--- config.mk ---
export PLATFORM = sky130hd
export DESIGN_NAME = multi_beat_cu
export DESIGN_NICKNAME = d
export VERILOG_FILES = /design/src/rtl/cpu_pkg.sv /design/src/rtl/beat_decode.sv /design/src/rtl/multi_beat_cu.sv
export SDC_FILE = /design/constraint.sdc
export NUM_CORES = 1
export LEC_CHECK = 0
export ABC_AREA = 1
export BUFFER_PORTS_ARGS = -buffer_cell sky130_fd_sc_hd__clkbuf_2
export CAP_MARGIN = 40
export CORE_AREA = 2 2 39 41
export CTS_BUF_LIST = sky130_fd_sc_hd__clkbuf_4
export DETAILED_ROUTE_END_ITERATION = 10
export DIE_AREA = 0 0 41 43
export PLACE_DENSITY_LB_ADDON = 0.12
export SYNTH_ARGS = -nofsm -noshare
export SYNTH_HDL_FRONTEND = slang
export SYNTH_SLANG_ARGS = --single-unit
--- constraint.sdc ---
create_clock -name clk -period 1.34 [get_ports clk]
set_clock_uncertainty 0.2 [all_clocks]
set_input_delay 0.134 -clock clk [delete_from_list [all_inputs] [get_ports clk]]
set_output_delay 0.134 -clock clk [all_outputs]
set_load 0.01 [all_outputs]
--- src/rtl/cpu_pkg.sv ---
// Shared decode-stage definitions: multi-beat opcode numbers and sequencer states.
package cpu_pkg;

  localparam logic [3:0] OP_LDW = 4'd8;
  localparam logic [3:0] OP_SDW = 4'd9;
  localparam logic [3:0] OP_LDQ = 4'd10;
  localparam logic [3:0] OP_SDQ = 4'd11;

  typedef enum logic {
    ST_IDLE,
    ST_RUN
  } state_e;

endpackage

--- src/rtl/beat_decode.sv ---
// Combinational opcode/rd decode: sequence length (as n-1), multi-beat flag and rd alignment.
module beat_decode
  import cpu_pkg::*;
#(
  parameter int OP_W      = 6,
  parameter int RD_W      = 4,
  parameter int MAX_BEATS = 4,
  localparam int CNT_W    = $clog2(MAX_BEATS)
) (
  input  logic              valid,
  input  logic [OP_W-1:0]   op_code,
  input  logic [RD_W-1:0]   rd,
  output logic [CNT_W-1:0]  nlen,
  output logic              multi,
  output logic              aligned
);

  // Upper opcode bits and high rd bits play no part in the beat decode.
  logic unused_bits;
  assign unused_bits = ^{op_code[OP_W-1:4], rd[RD_W-1:2]};

  // Map the low opcode nibble to a beat count; quad ops collapse to one beat on a 2-beat build.
  always_comb begin
    nlen    = '0;
    aligned = 1'b1;
    case (op_code[3:0])
      OP_LDW, OP_SDW: begin
        nlen    = CNT_W'(1);
        aligned = ~rd[0];
      end
      OP_LDQ, OP_SDQ: begin
        if (MAX_BEATS >= 4) begin
          nlen    = CNT_W'(3);
          aligned = (rd[1:0] == 2'b00);
        end
      end
      default: ;
    endcase
    multi = valid & (nlen != '0);
  end

endmodule

--- src/rtl/multi_beat_cu.sv ---
// Decode-stage multi-beat sequencer: splits double/quad load/store into consecutive beats,
// holds the PC until the final beat and flags misaligned register bases.
module multi_beat_cu
  import cpu_pkg::*;
#(
  parameter int OP_W      = 6,
  parameter int RD_W      = 4,
  parameter int MAX_BEATS = 4,
  parameter int IMM_SH    = 0,
  parameter int IMM_W     = 8,
  localparam int CNT_W    = $clog2(MAX_BEATS)
) (
  input  logic              clk,
  input  logic              rst_n,
  input  logic              stall,
  input  logic              flush,
  input  logic              valid,
  input  logic [OP_W-1:0]   op_code,
  input  logic [RD_W-1:0]   rd,
  output logic              adv_pc,
  output logic              busy,
  output logic [CNT_W-1:0]  beat,
  output logic [CNT_W-1:0]  rd_offset,
  output logic [IMM_W-1:0]  imm_offset,
  output logic              last_beat,
  output logic              misalign
);

  localparam int FULL_W = CNT_W + IMM_SH + IMM_W;

  state_e             state_q, state_d;
  logic [CNT_W-1:0]   cnt_q, cnt_d;
  logic [CNT_W-1:0]   nlen_q, nlen_d;
  logic [CNT_W-1:0]   dec_nlen;
  logic               dec_multi;
  logic               dec_aligned;

  // Beat index scaled into the immediate offset, zero-extended or truncated to IMM_W.
  function automatic logic [IMM_W-1:0] imm_of(input logic [CNT_W-1:0] b);
    logic [FULL_W-1:0] wide;
    wide = FULL_W'(b) << IMM_SH;
    return wide[IMM_W-1:0];
  endfunction

  beat_decode #(
    .OP_W      (OP_W),
    .RD_W      (RD_W),
    .MAX_BEATS (MAX_BEATS)
  ) u_beat_decode (
    .valid   (valid),
    .op_code (op_code),
    .rd      (rd),
    .nlen    (dec_nlen),
    .multi   (dec_multi),
    .aligned (dec_aligned)
  );

  // Sequencer state, beat counter and latched sequence length.
  always_ff @(posedge clk or negedge rst_n) begin
    if (!rst_n) begin
      state_q <= ST_IDLE;
      cnt_q   <= '0;
      nlen_q  <= '0;
    end else begin
      state_q <= state_d;
      cnt_q   <= cnt_d;
      nlen_q  <= nlen_d;
    end
  end

  // Next-state and beat outputs; flush overrides stall, stall freezes the current beat.
  always_comb begin
    state_d   = state_q;
    cnt_d     = cnt_q;
    nlen_d    = nlen_q;
    beat      = '0;
    busy      = 1'b0;
    misalign  = 1'b0;
    last_beat = 1'b1;
    case (state_q)
      ST_IDLE: begin
        misalign  = dec_multi & ~dec_aligned;
        last_beat = ~(dec_multi & dec_aligned);
        cnt_d     = '0;
        if (dec_multi && dec_aligned && !stall && !flush) begin
          state_d = ST_RUN;
          cnt_d   = CNT_W'(1);
          nlen_d  = dec_nlen;
        end
      end
      ST_RUN: begin
        beat      = cnt_q;
        busy      = 1'b1;
        last_beat = (cnt_q == nlen_q);
        if (flush) begin
          state_d = ST_IDLE;
          cnt_d   = '0;
        end else if (!stall) begin
          if (cnt_q == nlen_q) begin
            state_d = ST_IDLE;
            cnt_d   = '0;
          end else begin
            cnt_d = cnt_q + CNT_W'(1);
          end
        end
      end
      default: begin
        state_d = ST_IDLE;
        cnt_d   = '0;
      end
    endcase
  end

  assign adv_pc     = last_beat;
  assign rd_offset  = beat;
  assign imm_offset = imm_of(beat);

endmodule

**Word-level counts from Yosys, hierarchy flattened**

Index checks and enable logic that the tools add are counted.
W data, S select, Z words.

- Flip-flop bits (word level): 5
- Input port bits: 15
- Logic and storage cells: 43

- Add/subtract/negate cells: 1
- Equality and inequality tests: 6
- Muxes and demuxes: 16
- Bitwise operators: 7
- Reduce and logical (&&, ||, !) cells: 10

Operators with widths:

| cell | number |
|---|---|
| $eq A4 B4 Y1 const B | 4 |
| $mux W2 | 4 |
| $pmux W2 S2 | 2 |
| $mux W1 | 7 |
| $pmux W1 S2 | 3 |
| $not A1 Y1 | 4 |
| $reduce_or A2 Y1 | 2 |
| $and A1 B1 Y1 | 3 |
| $logic_and A1 B1 Y1 | 3 |
| $ne A3 B3 Y1 const B | 1 |
| $add A2 B1 Y2 const B | 1 |
| $eq A2 B2 Y1 | 1 |
| $logic_not A1 Y1 | 2 |
| $logic_not A2 Y1 | 1 |
| $reduce_and A2 Y1 | 1 |
| $reduce_bool A2 Y1 | 1 |

**Longest topological paths before layout**

- Depth in word-level cells: 10
- Mapped depth: 6

**Cells and area by module**

Synthesis repeated with hierarchy kept, for this count alone.

- Cells, all modules: 71
- Area, all modules: 437.9 sq um

By module, submodules not included:

| module | instances | cells an instance | area each (sq um) |
|---|---|---|---|
| multi_beat_cu | 1 | 59 | 390.4 |
| beat_decode | 1 | 12 | 47.5 |

**Worst setup path after synthesis**

Ideal clock, no wire load.

- Path kind: flip-flop to output port
- Start: register state_q
- End: output last_beat
- Data arrival time: 1.022 ns
- Path slack: -0.016 ns
- Cell stages (with the launch flop): 3
- Buffers on the path: 1
- Cell sequence: dfrtp_1 -> o21ai_0 -> buf_4

- Word-level cells in the longest chain between the ends: 2

Ends and longest elaborated chain:

| item | RTL line | source |
|---|---|---|
| start, declared | multi_beat_cu.sv:31 | `state_e state_q, state_d;` |
| start signal, assigned | multi_beat_cu.sv:65 | `state_q <= state_d;` |
| $not A1 Y1 (no line) | n/a |  |
| $pmux W1 S2 * | multi_beat_cu.sv:80 | `case (state_q)` |
| end, declared | multi_beat_cu.sv:25 | `output logic last_beat,` |

Mark *: on every way between the ends. The rest lies on a longest branch, timed or not.

**Worst setup path in the final report**

- Start: register cnt_q[0]
- End: output last_beat

- Word-level cells in the longest chain between the ends: 2

Ends and longest elaborated chain:

| item | RTL line | source |
|---|---|---|
| start, declared | multi_beat_cu.sv:32 | `logic [CNT_W-1:0] cnt_q, cnt_d;` |
| start signal, assigned | multi_beat_cu.sv:66 | `cnt_q <= cnt_d;` |
| $eq A2 B2 Y1 | multi_beat_cu.sv:94 | `last_beat = (cnt_q == nlen_q);` |
| $pmux W1 S2 | multi_beat_cu.sv:80 |  |

No other way between the ends.

==> flow_results.xml <==
<?xml version="1.0" encoding="UTF-8"?>
<metrics>
  <group name="die">
    <metric name="floorplan.rows" unit="">14</metric>
    <metric name="design.portCount" unit="">31</metric>
    <metric name="die_width" unit="um">41</metric>
    <metric name="die_height" unit="um">43</metric>
    <metric name="floorplan.core_area" unit="mm^2">0.001384</metric>
    <metric name="die_area" unit="mm^2">0.001763</metric>
    <metric name="initial_utilization" unit="">0.2848</metric>
  </group>
  <group name="timing">
    <metric name="timing_hold_violations_final" unit="">0</metric>
    <metric name="finalCritPeriodShare" unit="">1.080</metric>
    <metric name="post-route-worst-setup-slack" unit="ps">-107.5</metric>
    <metric name="finalSetupTns" unit="ps">-257.9</metric>
    <metric name="grt_setup_unrepaired" unit="">yes</metric>
    <metric name="fin_crit" unit="ps">1448</metric>
    <metric name="timing.final.setup_violations" unit="">5</metric>
    <metric name="max_freq" unit="GHz">0.6908</metric>
    <metric name="timing.hold.ws" unit="ps">24.41</metric>
    <metric name="maxSlewViolCount" unit="">0</metric>
  </group>
  <group name="synthesis">
    <metric name="netlist-cell-type-count" unit="">11</metric>
    <metric name="synthesis.yosys.warnings" unit="">0</metric>
    <metric name="synth.yosys.seq_area_share" unit="">0.3175</metric>
    <metric name="area_of_the_mapped_netlist" unit="um^2">394.1</metric>
    <metric name="synthesis.area_per_instance" unit="um^2">6.461</metric>
    <metric name="syn_inst" unit="">61</metric>
    <metric name="flip_flop_and_latch_count_after_synthesis" unit="">5</metric>
  </group>
  <group name="clock_tree">
    <metric name="cts_htree_levels" unit="">1</metric>
    <metric name="clock_latency" unit="ps">240</metric>
    <metric name="max-clock-path-buffers" unit="">2</metric>
    <metric name="clk_pin_slew" unit="ps">40</metric>
    <metric name="clk_root_buffer_cell" unit="">clkbuf_4</metric>
    <metric name="tritoncts" unit="">yes</metric>
    <metric name="cts_buffers" unit="">3</metric>
    <metric name="cts_sinks" unit="">5</metric>
  </group>
  <group name="final_layout">
    <metric name="drive_gt1_frac" unit="">0.4884</metric>
    <metric name="finish.net_count" unit="">102</metric>
    <metric name="most-common-layout-cells" unit="">13 x nand2_1, 10 x clkbuf_2, 7 x inv_1, 6 x conb_1</metric>
    <metric name="final.fill_count" unit="">153</metric>
    <metric name="insertedDiodeCount" unit="">0</metric>
    <metric name="syn2layout_area_growth" unit="%">53.97</metric>
    <metric name="final_common_cell" unit="">nand2_1</metric>
    <metric name="postLayoutCellArea" unit="um^2">606.8</metric>
  </group>
  <group name="critical_path">
    <metric name="timing.critical_path.to_type" unit="">output port</metric>
    <metric name="setup.worst_path.start" unit="">cnt_q[0]</metric>
    <metric name="critical_path.reg2reg.startpoint" unit="">state_q</metric>
    <metric name="critical_path.startpoint_type" unit="">flip-flop</metric>
    <metric name="crit_arrival" unit="ps">1110</metric>
    <metric name="critical_path_peak_fanout" unit="">4</metric>
    <metric name="critPathKind" unit="">flip-flop to output port</metric>
    <metric name="ff2ff_setup_slack" unit="ps">60</metric>
    <metric name="critical_path_required" unit="ps">1010</metric>
    <metric name="r2r_cells" unit="">5</metric>
    <metric name="rr_endpoint" unit="">nlen_q[1]</metric>
    <metric name="crit_path_end" unit="">last_beat</metric>
  </group>
  <group name="global_routing">
    <metric name="via_count_of_the_first_global_routing_pass" unit="">360</metric>
    <metric name="grt_max_degree" unit="">6</metric>
    <metric name="grt_usage" unit="">0.1153</metric>
    <metric name="grt_pass1_wl" unit="um">1304</metric>
    <metric name="antenna_found_initial" unit="">0</metric>
    <metric name="global_route.overflow_total" unit="">0</metric>
  </group>
  <group name="placed_design">
    <metric name="preCtsSetupSlack" unit="ps">55.42</metric>
    <metric name="place_congestion" unit="">0.7223</metric>
    <metric name="place.port_buffers" unit="">19</metric>
    <metric name="placed_area" unit="um^2">452.9</metric>
    <metric name="dp_hpwl" unit="um">646.3</metric>
  </group>
  <group name="flow_run">
    <metric name="maxCapViolCount" unit="">0</metric>
  </group>
  <group name="drt">
    <metric name="detail_route.wl_per_cell" unit="um">7.529</metric>
    <metric name="postRouteWirelength" unit="um">768</metric>
    <metric name="firstDrtPassIters" unit="">4</metric>
    <metric name="detail-route-antenna-nets" unit="">0</metric>
    <metric name="drc_errors" unit="">0</metric>
    <metric name="drt_iter0_drc" unit="">5</metric>
    <metric name="drt-vias-per-instance" unit="">3.902</metric>
    <metric name="vias" unit="">398</metric>
  </group>
  <group name="status">
    <metric name="violations" unit="">setup timing</metric>
    <metric name="status" unit="">finished, violations left</metric>
  </group>
  <group name="min_path">
    <metric name="hold_path_depth" unit="">3</metric>
    <metric name="hp-class" unit="">primary input to flip-flop</metric>
  </group>
  <group name="power">
    <metric name="p_leak" unit="nW">0.3545</metric>
    <metric name="ir_drop" unit="uV">459.1</metric>
    <metric name="p_per_area" unit="mW/mm^2">743.2</metric>
    <metric name="total_power" unit="mW">0.4510</metric>
  </group>
</metrics>
-- area by class of cell --
type | count | area [um^2] | share of cell area
multi-input combinational | 39 | 201.4 | 0.3320
timing repair buffer | 27 | 188.9 | 0.3113
sequential | 5 | 125.1 | 0.2062
inverter | 11 | 41.29 | 0.06804
clock buffer | 4 | 30.03 | 0.04948
tap | 16 | 20.02 | 0.03299
-- what timing repair did --
action,CTS,global route
pin swaps,3,7
hold endpoints to repair,6,0
gates cloned,0,0
endpoints found under the setup margin,9,13
setup buffers,5,0
resized for setup,1,27
hold buffers,2,0
-- metal layers --
layer	global-route usage	routed length, um
met5	0	0
met4	0.1200	19
met3	0.03141	43
met1	0.1184	337
met2	0.1688	368
-- sequential cells by signal, summed over array words and instances, names as in the netlist --
register  cells
state_q       1
cnt_q         2
nlen_q        2
-- synth_stat cells (all sizes together) --
library cell  number  area share
o21ai              1       0.013
nand2             17        0.16
xor2               1       0.022
nor3               1       0.013
inv               11        0.10
nand3              4       0.051
conb               1      0.0095
dfrtp              5        0.32
nor2               5       0.048
buf               11        0.21
a21oi              4       0.051
-- through the flow --
stage / util / std cells
after floorplan: - / 66
after global placement: 0.3273 / 91
after detailed placement: 0.3273 / 91
after CTS: 0.3942 / 102
after global routing: 0.4385 / 102
final: 0.4385 / 102
-- critical path, stage by stage, from the launching register on --
cell and delay [ps]:
dfrtp_1 400, inv_2 70, nand2_1 40, nand2_1 90
nand3_2 80, o21ai_2 60, buf_2 140
-- report_power, final --
group	switching, mW	total (mW)	leakage [nW]	internal, mW
logic	0.0504	0.0933	0.276	0.0428
clock network	0.0606	0.193	0.0184	0.133
registers	0.00520	0.164	0.0603	0.159
total	0.116	0.451	0.355	0.335
-- worst min path at each step --
stage	start	endpoint	slack, ps
floorplan	rst_n	cnt_q[0]	-360
global placement	rst_n	cnt_q[1]	-240
finish	stall	cnt_q[1]	20
detailed placement	rst_n	cnt_q[1]	-240
global route	stall	cnt_q[1]	40
CTS	stall	nlen_q[0]	30
-- kinds of logic after synthesis --
kind of cell / count (synthesis) / synth area share
DFF: 5 / 0.3175
and+or+nand+nor: 27 / 0.2730
AOI/OAI and AO/OA: 5 / 0.06348
xor gates and xnor gates: 1 / 0.02223
buffers and inverters: 22 / 0.3143
other: 1 / 0.009515
No activity file was read; power rests on OpenSTA's default activity.
